--- config.mk ---
export PLATFORM = sky130hd
export DESIGN_NAME = tlc_phase_timer
export DESIGN_NICKNAME = d
export VERILOG_FILES = /design/src/rtl/tlc_pkg.sv /design/src/rtl/tlc_prescaler.sv /design/src/rtl/tlc_phase_timer.sv
export SDC_FILE = /design/constraint.sdc
export NUM_CORES = 1
export LEC_CHECK = 0
export ABC_AREA = 1
export ABC_CLOCK_PERIOD_IN_PS = 2700
export BUFFER_PORTS_ARGS = -buffer_cell sky130_fd_sc_hd__buf_2
export CAP_MARGIN = 40
export CELL_PAD_IN_SITES_DETAIL_PLACEMENT = 0
export CELL_PAD_IN_SITES_GLOBAL_PLACEMENT = 1
export CORE_ASPECT_RATIO = 1.5
export CORE_UTILIZATION = 43
export CTS_CLUSTER_DIAMETER = 50
export DETAILED_ROUTE_END_ITERATION = 10
export PLACE_DENSITY = 0.78
export SYNTH_ARGS = -nofsm -noshare
export SYNTH_HDL_FRONTEND = slang
export SYNTH_HIERARCHICAL = 1
export SYNTH_SLANG_ARGS = --single-unit
--- constraint.sdc ---
create_clock -name clk -period 2.7 [get_ports clk]
set_input_delay 0.27 -clock clk [delete_from_list [all_inputs] [get_ports clk]]
set_output_delay 0.27 -clock clk [all_outputs]
set_load 0.02 [all_outputs]
--- src/rtl/tlc_pkg.sv ---
`default_nettype none
// ============================================================================
//  Module      : tlc_pkg
//  Description : Shared phase encoding, FSM state encoding and datapath widths
//                for the traffic-light phase timer and light controller.
//  Revision    : 1.0  initial release
// ============================================================================
package tlc_pkg;

    localparam int PHASE_W = 3;
    localparam int SEC_W   = 8;

    localparam logic [PHASE_W-1:0] PH_S0 = PHASE_W'(0);
    localparam logic [PHASE_W-1:0] PH_S1 = PHASE_W'(1);
    localparam logic [PHASE_W-1:0] PH_S2 = PHASE_W'(2);
    localparam logic [PHASE_W-1:0] PH_S3 = PHASE_W'(3);
    localparam logic [PHASE_W-1:0] PH_S4 = PHASE_W'(4);
    localparam logic [PHASE_W-1:0] PH_S5 = PHASE_W'(5);

    localparam int ST_W = 2;
    localparam logic [ST_W-1:0] ST_LOAD  = 2'd0;
    localparam logic [ST_W-1:0] ST_COUNT = 2'd1;
    localparam logic [ST_W-1:0] ST_PAUSE = 2'd2;

    function automatic logic [PHASE_W-1:0] f_next_phase(input logic [PHASE_W-1:0] ph);
        return (ph == PH_S5) ? PH_S0 : ph + PHASE_W'(1);
    endfunction

    // Odd phases are yellow, even phases are green.
    function automatic logic [SEC_W-1:0] f_dwell(input logic       odd,
                                                 input logic [SEC_W-1:0] dwell_g,
                                                 input logic [SEC_W-1:0] dwell_y);
        return odd ? dwell_y : dwell_g;
    endfunction

endpackage
`default_nettype wire

--- src/rtl/tlc_prescaler.sv ---
`default_nettype none
// ============================================================================
//  Module      : tlc_prescaler
//  Description : Enable-gated modulo-TICK_DIV counter producing a one-second
//                tick; the count is held whenever en is low.
//  Revision    : 1.0  initial release
// ============================================================================
module tlc_prescaler #(
    parameter int unsigned TICK_DIV = 50000000
) (
    input  logic clk,
    input  logic rst,
    input  logic en,
    output logic tick
);

    localparam int unsigned          c_cnt_w = $clog2(TICK_DIV);
    localparam logic [c_cnt_w-1:0]   c_last  = c_cnt_w'(TICK_DIV - 1);

    logic [c_cnt_w-1:0] r_cnt;
    logic               w_wrap;

    assign w_wrap = (r_cnt == c_last);
    // Gating with en keeps a frozen terminal count from being consumed.
    assign tick   = en && w_wrap;

    always_ff @(posedge clk) begin
        if (rst) begin
            r_cnt <= '0;
        end else if (en) begin
            r_cnt <= w_wrap ? '0 : r_cnt + c_cnt_w'(1);
        end
    end

endmodule
`default_nettype wire

--- src/rtl/tlc_phase_timer.sv ---
`default_nettype none
// ============================================================================
//  Module      : tlc_phase_timer
//  Description : Six-phase dwell timer issuing step pulses to the light
//                controller, with hold/pause and optional pedestrian
//                shortening (enabled by defining TLC_PED_REQ_EN).
//  Revision    : 1.0  initial release
// ============================================================================
module tlc_phase_timer
    import tlc_pkg::*;
#(
    parameter int unsigned TICK_DIV = 50000000,
    parameter int unsigned DWELL_G  = 10,
    parameter int unsigned DWELL_Y  = 3,
    parameter int unsigned PED_MIN  = 2
) (
    input  logic               clk,
    input  logic               rst,
    input  logic               hold,
    input  logic               ped_req,
    output logic               step,
    output logic [PHASE_W-1:0] phase,
    output logic [SEC_W-1:0]   sec_left,
    output logic               ped_ack
);

    localparam logic [SEC_W-1:0] c_dwell_g = SEC_W'(DWELL_G);
    localparam logic [SEC_W-1:0] c_dwell_y = SEC_W'(DWELL_Y);

    logic [ST_W-1:0]    r_state;
    logic [ST_W-1:0]    w_state_nxt;
    logic [PHASE_W-1:0] r_phase;
    logic [PHASE_W-1:0] w_phase_adv;
    logic [SEC_W-1:0]   r_sec;
    logic               r_step;
    logic               w_run;
    logic               w_tick;
    logic               w_ped_ok;
    logic               w_load;
    logic               w_dec;
    logic               w_adv;
    logic               w_ped;

    // Releasing hold resumes counting in the same cycle, so a hold lasting
    // N cycles shifts the schedule by exactly N cycles.
    assign w_run = !hold && ((r_state == ST_COUNT) || (r_state == ST_PAUSE));

    tlc_prescaler #(
        .TICK_DIV (TICK_DIV)
    ) u_prescaler (
        .clk  (clk),
        .rst  (rst),
        .en   (w_run),
        .tick (w_tick)
    );

`ifdef TLC_PED_REQ_EN
    localparam logic [SEC_W-1:0] c_ped_min = SEC_W'(PED_MIN);
    logic r_ped_ack;

    assign w_ped_ok = ped_req && (r_state == ST_COUNT) && !hold
                      && !r_phase[0] && (r_sec > c_ped_min);

    always_ff @(posedge clk) begin
        if (rst) begin
            r_ped_ack <= 1'b0;
        end else begin
            r_ped_ack <= w_ped_ok;
        end
    end

    assign ped_ack = r_ped_ack;
`else
    localparam logic [SEC_W-1:0] c_unused_ped_min = SEC_W'(PED_MIN);
    logic w_unused_ped_req;

    assign w_unused_ped_req = ped_req;
    assign w_ped_ok         = 1'b0;
    assign ped_ack          = 1'b0;
`endif

    always_ff @(posedge clk) begin
        if (rst) begin
            r_state <= ST_LOAD;
        end else begin
            r_state <= w_state_nxt;
        end
    end

    always_comb begin
        w_state_nxt = ST_LOAD;
        case (r_state)
            ST_LOAD:  w_state_nxt = ST_COUNT;
            ST_COUNT: w_state_nxt = hold ? ST_PAUSE : ST_COUNT;
            ST_PAUSE: w_state_nxt = hold ? ST_PAUSE : ST_COUNT;
            default:  w_state_nxt = ST_LOAD;
        endcase
    end

    // A pedestrian shortening outranks a coincident tick.
    always_comb begin
        w_load = 1'b0;
        w_dec  = 1'b0;
        w_adv  = 1'b0;
        w_ped  = 1'b0;
        case (r_state)
            ST_LOAD: w_load = 1'b1;
            ST_COUNT, ST_PAUSE: begin
                if (w_ped_ok) begin
                    w_ped = 1'b1;
                end else if (w_tick) begin
                    if (r_sec == SEC_W'(1)) begin
                        w_adv = 1'b1;
                    end else begin
                        w_dec = 1'b1;
                    end
                end
            end
            default: ;
        endcase
    end

    assign w_phase_adv = f_next_phase(r_phase);

    always_ff @(posedge clk) begin
        if (rst) begin
            r_phase <= PH_S0;
            r_sec   <= '0;
            r_step  <= 1'b0;
        end else begin
            r_step <= w_adv;
            if (w_load) begin
                r_sec <= f_dwell(r_phase[0], c_dwell_g, c_dwell_y);
            end else if (w_adv) begin
                r_phase <= w_phase_adv;
                r_sec   <= f_dwell(w_phase_adv[0], c_dwell_g, c_dwell_y);
            end else if (w_ped) begin
                r_sec <= SEC_W'(PED_MIN);
            end else if (w_dec) begin
                r_sec <= r_sec - SEC_W'(1);
            end
        end
    end

    assign step     = r_step;
    assign phase    = r_phase;
    assign sec_left = r_sec;

endmodule
`default_nettype wire

; After elaboration in Yosys (flattened, before gate mapping)
; Cells that the tools add are included.
[totals]
rom_bits = 0
latch_bits = 0
ram_bits = 0
ff_bits = 40
output_inout_bits = 13
word_cells = 38
n_memories = 0
in_bits = 4
[classes]
mux = 16
magnitude_cmp = 0
eq_ne = 5
multipliers = 0
add_sub_neg = 3
div = 0
reduce_logical = 8
bitwise = 1
n_shift = 0
[op_table]
columns = operator, n
row1 = $add 26x1->26 const B, 1
row2 = $eq 26x26->1 const B, 1
row3 = $mux 26, 1
row4 = $mux 8, 3
row5 = $eq 8x1->1 const B, 1
row6 = $mux 4, 2
row7 = $sub 8x1->8 const B, 1
row8 = $mux 1, 7
row9 = $pmux 2 s2, 1
row10 = $add 3x1->3 const B, 1
row11 = $eq 3x3->1 const B, 1
row12 = $mux 3, 1
row13 = $reduce_bool 3->1, 1
row14 = $eq 2x1->1 const B, 1
row15 = $eq 2x2->1 const B, 1
row16 = $logic_and 1x1->1, 2
row17 = $logic_not 2->1, 1
row18 = $mux 2, 1
row19 = $reduce_and 2->1, 1
row20 = $reduce_or 2->1, 1
row21 = $logic_not 1->1, 1
row22 = $logic_or 1x1->1, 1
row23 = $not 1->1, 1

; Logic depth before layout (Yosys ltp)
[logic_depth]
word_depth = 9
mapped_depth = 17
depth_no_buf = 16

; Modules after synthesis
; The synthesis kept the hierarchy.
[modules_own_cells]
columns = module, seq_area_each_um2, cells_each, instances, area_each_um2
row1 = tlc_prescaler, 520.5, 236, 1, 1545.2
row2 = tlc_phase_timer, 280.3, 111, 1, 799.5

; Worst setup path before layout
; OpenSTA, ideal clock, no wires.
[synth_path]
path_kind = flip-flop to flip-flop
start = register r_state[0]
end = register r_phase[1] (netlist: phase[1])
arrival_time_ps = 2090
path_slack_ps = 497
n_path_buf = 1
stages_incl_launch_ff = 17
t_required_ps = 2586
period_less_slack_ps = 2203
setup_ps = 114
cell_sequence = dfxtp_1 inv_1 ha_1 inv_1 nor2_1 buf_4 inv_1 nor3_1 nand3_1 nor3_1 nand2_2 nor2_4 nand3_2 nor2_4 nand2_2 nand2_1 a21oi_2
[synth_via]
elab_chain_len = 7
word_cells_on_any_way = 12
cone_classes = eq/ne (2) / mux (3) / bitwise (1) / reduce/logical (6)
[synth_rtl]
columns = element, line_no
row1 = "start, declared", tlc_phase_timer.sv:30  ; logic [ST_W-1:0] r_state;
row2 = "start signal, assigned", tlc_phase_timer.sv:86  ; r_state <= w_state_nxt;
row3 = $eq 2x1->1 / $eq 2x2->1 (equally long branches), tlc_phase_timer.sv:46  ; assign w_run = !hold && ((r_state == ST_COUNT) || (r_state == ST_PAUSE));
row4 = $logic_or 1x1->1 (*), tlc_phase_timer.sv:46
row5 = $logic_and 1x1->1 (*), tlc_phase_timer.sv:46
row6 = via w_run, tlc_phase_timer.sv:36  ; logic w_run;
row7 = $logic_and 1x1->1 (*), tlc_prescaler.sv:25  ; assign tick = en && w_wrap;
row8 = via w_tick, tlc_phase_timer.sv:37  ; logic w_tick;
row9 = $mux 1 (*), tlc_phase_timer.sv:111  ; end else if (w_tick) begin
row10 = $mux 1 (*), tlc_phase_timer.sv:106  ; case (r_state)
row11 = $reduce_and 2->1 (no source line) (*), -
row12 = "end signal, assigned", tlc_phase_timer.sv:135  ; r_phase <= w_phase_adv;
row13 = "end, declared", tlc_phase_timer.sv:32  ; logic [PHASE_W-1:0] r_phase;
; Mark *: on every way through the listed nets, which the timed path passes. The rest lies on a longest branch.
; A chain may end at the register's enable or synchronous reset.

; Worst setup path in the final report
; Ends and elaborated chain as after synthesis.

==> impl_metrics.env <==
export IMPL_r2r_end="phase[1]"
export IMPL_synth_ff_type="dfxtp_1"
export IMPL_core_area_um2=5200
export IMPL_path_clk_slew_ps=80
export IMPL_synth_fp_nets=357
export IMPL_overflow=0
export IMPL_worstSkewPairLatency_ps=300
export IMPL_grt_pass1_vias=1934
export IMPL_outcome="finished clean"
export IMPL_cp_max_fo=6
export IMPL_switchingPower_uw=377
export IMPL_cts_root_buffer_cell="clkbuf_8"
export IMPL_vias=2029
export IMPL_grt_usage_pct=20.3
export IMPL_viasPerCell=4.70
export IMPL_setup_viol=0
export IMPL_clock_sinks=40
export IMPL_netlist_instances=347
export IMPL_ctsHoldBuffers=0
export IMPL_fin_ws_ps=289
export IMPL_drt_initial_drc_count=88
export IMPL_synth_edf_count=0
export IMPL_synth_area_um2=2340
export IMPL_hold_slack_ps=203
export IMPL_drc=0
export IMPL_cts_max_level=2
export IMPL_yosysTopAreaCell="dfxtp_1"
export IMPL_hold_path_endpoint="r_state[1]"
export IMPL_min_period_ps=2410
export IMPL_p_sw_share_pct=28.5
export IMPL_num_io_pins=17
export IMPL_slew_violations=0
export IMPL_antenna_found_initial=0
export IMPL_cts_buffers=5
export IMPL_fmax_mhz=415
export IMPL_avgSynthCellArea_um2=6.76
export IMPL_numPortBuffers=14
export IMPL_reg2reg_from="r_state[0]"
export IMPL_initial_utilization_pct=45.0
export IMPL_critPathKind="reg -> reg"
export IMPL_min_path_type="in -> reg"
export IMPL_drive_above_1_share_pct=16.5
export IMPL_cts_resized=0
export IMPL_synth_most_common_cell="nand2_1"
export IMPL_drv_cap=0
export IMPL_clock_power_share_pct=37.3
export IMPL_clockBufferDepth=2
export IMPL_dr_pass1_iters=4
export IMPL_intPower_uw=947
export IMPL_reg2reg_depth=15
export IMPL_async_flop_share_pct=0
export IMPL_drtAntennaViolNets=0
export IMPL_endpoint_kind="flip-flop"
export IMPL_routed_wl_um=5240
export IMPL_rsz0062_at_grt="no"
export IMPL_cts_tree="yes"
export IMPL_irDropWorstVdd_mv=0.398
export IMPL_hpwl_um=4120
export IMPL_r2r_slack_ps=290
export IMPL_yosysUniqueCellTypes=34
export IMPL_yosysWarnings=6
export IMPL_dieWidth_um=62.3
export IMPL_synth_top_area_share_pct=34.2
export IMPL_critPathRequiredTime_ps=2900
export IMPL_cp_arrival_ps=2610
export IMPL_die_h_um=92.4
export IMPL_ys_seq_area_share_pct=34.2
export IMPL_num_fill_cells=556
export IMPL_cellPowerDensity_nw_per_um2=514
export IMPL_pre_cts_ws_ps=277
export IMPL_nets=373
export IMPL_hold_depth=3
export IMPL_pwr_share_comb_pct=15.4
export IMPL_antenna_cells=0
export IMPL_fin_worst_skew_ps=8.19
export IMPL_grt_pass1_wl_um=9090
export IMPL_synth_area_leaders="dfxtp_1 34%, nand2_1 12%, nor2_1 9.3%, inv_1 7.5%, nand3_1 4.9%"
export IMPL_p_leak_uw=0.00107
export IMPL_cts_setup_buffers=0
export IMPL_min_delay_start="hold"
export IMPL_wire_per_inst_um=12.1
export IMPL_synthToLayoutAreaGrowth_pct=9.93
export IMPL_ys_seq_elements=40
export IMPL_synth_common_cells="77 x nand2_1, 58 x nor2_1, 47 x inv_1"
export IMPL_fin_crit_sh_pct=89.3
export IMPL_cp_start_kind="flip-flop"
export IMPL_tns_ps=0
export IMPL_die_area_um2=5760
export IMPL_grt_max_degree=18
export IMPL_rows=32
export IMPL_globalplace_congestion=0.861
export IMPL_finalHoldViolCount=0
export IMPL_power_frac_seq_pct=47.4
==> kinds of logic after synthesis <==
family          share of synthesized area, %
buf+inv                                 10.1
xor+xnor                                5.23
compound gates                          3.95
mux                                    0.427
other cells                            0.160
fa+ha+maj                               3.20
flops                                   34.2
simple gates                            42.8
==> layout by cell type (no fill, tap or decap), types with 2 or more instances in the layout <==
master / Yosys / routed
nand2_1: 77 / 77
a21oi_2: 2 / 2
nand3_2: 3 / 3
ha_1: 6 / 6
nor2_2: 10 / 10
inv_1: 47 / 47
nand2_2: 7 / 7
nand4_1: 7 / 7
nor2_4: 5 / 5
xor2_1: 9 / 9
nor3_1: 10 / 10
nand3_1: 23 / 23
nand2_4: 2 / 2
xnor2_1: 5 / 5
buf_2: 2 / 14
nor2_1: 58 / 58
inv_2: 5 / 5
dfxtp_1: 40 / 40
o21ai_0: 6 / 6
clkbuf_8: 0 / 5
o21ai_1: 2 / 2
a21oi_1: 7 / 7
==> power groups by stage <==
stage / clock [µW] / combinational (µW) / sequential, µW
2_1_floorplan: 0 / 143 / 653
3_3_place_gp: 0 / 205 / 640
3_5_place_dp: 0 / 206 / 642
4_1_cts: 513 / 207 / 627
5_1_grt: 537 / 235 / 630
6_report: 494 / 204 / 627
==> how the worst max path moves through the flow <==
stage	start	end	slack (ps)	cells after the start
floorplan	r_state[0]	phase[1]	500	16
global placement	r_state[0]	phase[1]	320	15
detailed placement	r_state[0]	phase[1]	280	15
CTS	r_state[0]	phase[1]	260	15
global route	r_state[0]	sec_left[7]	50	16
finish	r_state[0]	phase[1]	290	15
==> through the flow <==
step	utilization [%]	power (µW)	cell area, µm²	instances
floorplan	-	796	2340	347
global placement	47.4	845	2470	424
detailed placement	47.4	848	2470	424
CTS	49.5	1350	2580	432
global route	49.5	1400	2580	432
finish	49.5	1320	2580	432
==> layout make-up <==
type / count / area [µm²] / share of cell area [%]
inverter: 52 / 195 / 7.57
clock inverter: 3 / 42.5 / 1.65
tap: 68 / 85.1 / 3.30
timing repair buffer: 15 / 77.6 / 3.01
clock buffer: 5 / 68.8 / 2.67
multi-input combinational: 249 / 1310 / 50.7
sequential: 40 / 801 / 31.1
==> metal layers <==
metal  part of all wire, %  GRT usage [%]
met5                     0              0
met4                   1.8           8.14
met1                    42           21.9
met2                    54           39.1
met3                   2.2           2.96
==> sequential cells by signal, summed over array words and instances (netlist names) <==
signal,cells
phase,3
r_state,2
sec_left,8
step,1
u_prescaler/r_cnt,26
==> worst max-delay path, stage by stage (launching register included) <==
cell and delay (ps):
dfxtp_1 340, inv_1 50, ha_1 320, inv_1 50, nor2_1 110, inv_1 130
nor3_1 260, nand3_1 100, nor3_1 210, nand2_2 150, nor2_4 140, nand3_2 110
nor2_4 150, nand2_2 70, nand2_1 70, a21oi_2 30
(Power assumes the default switching activity.)
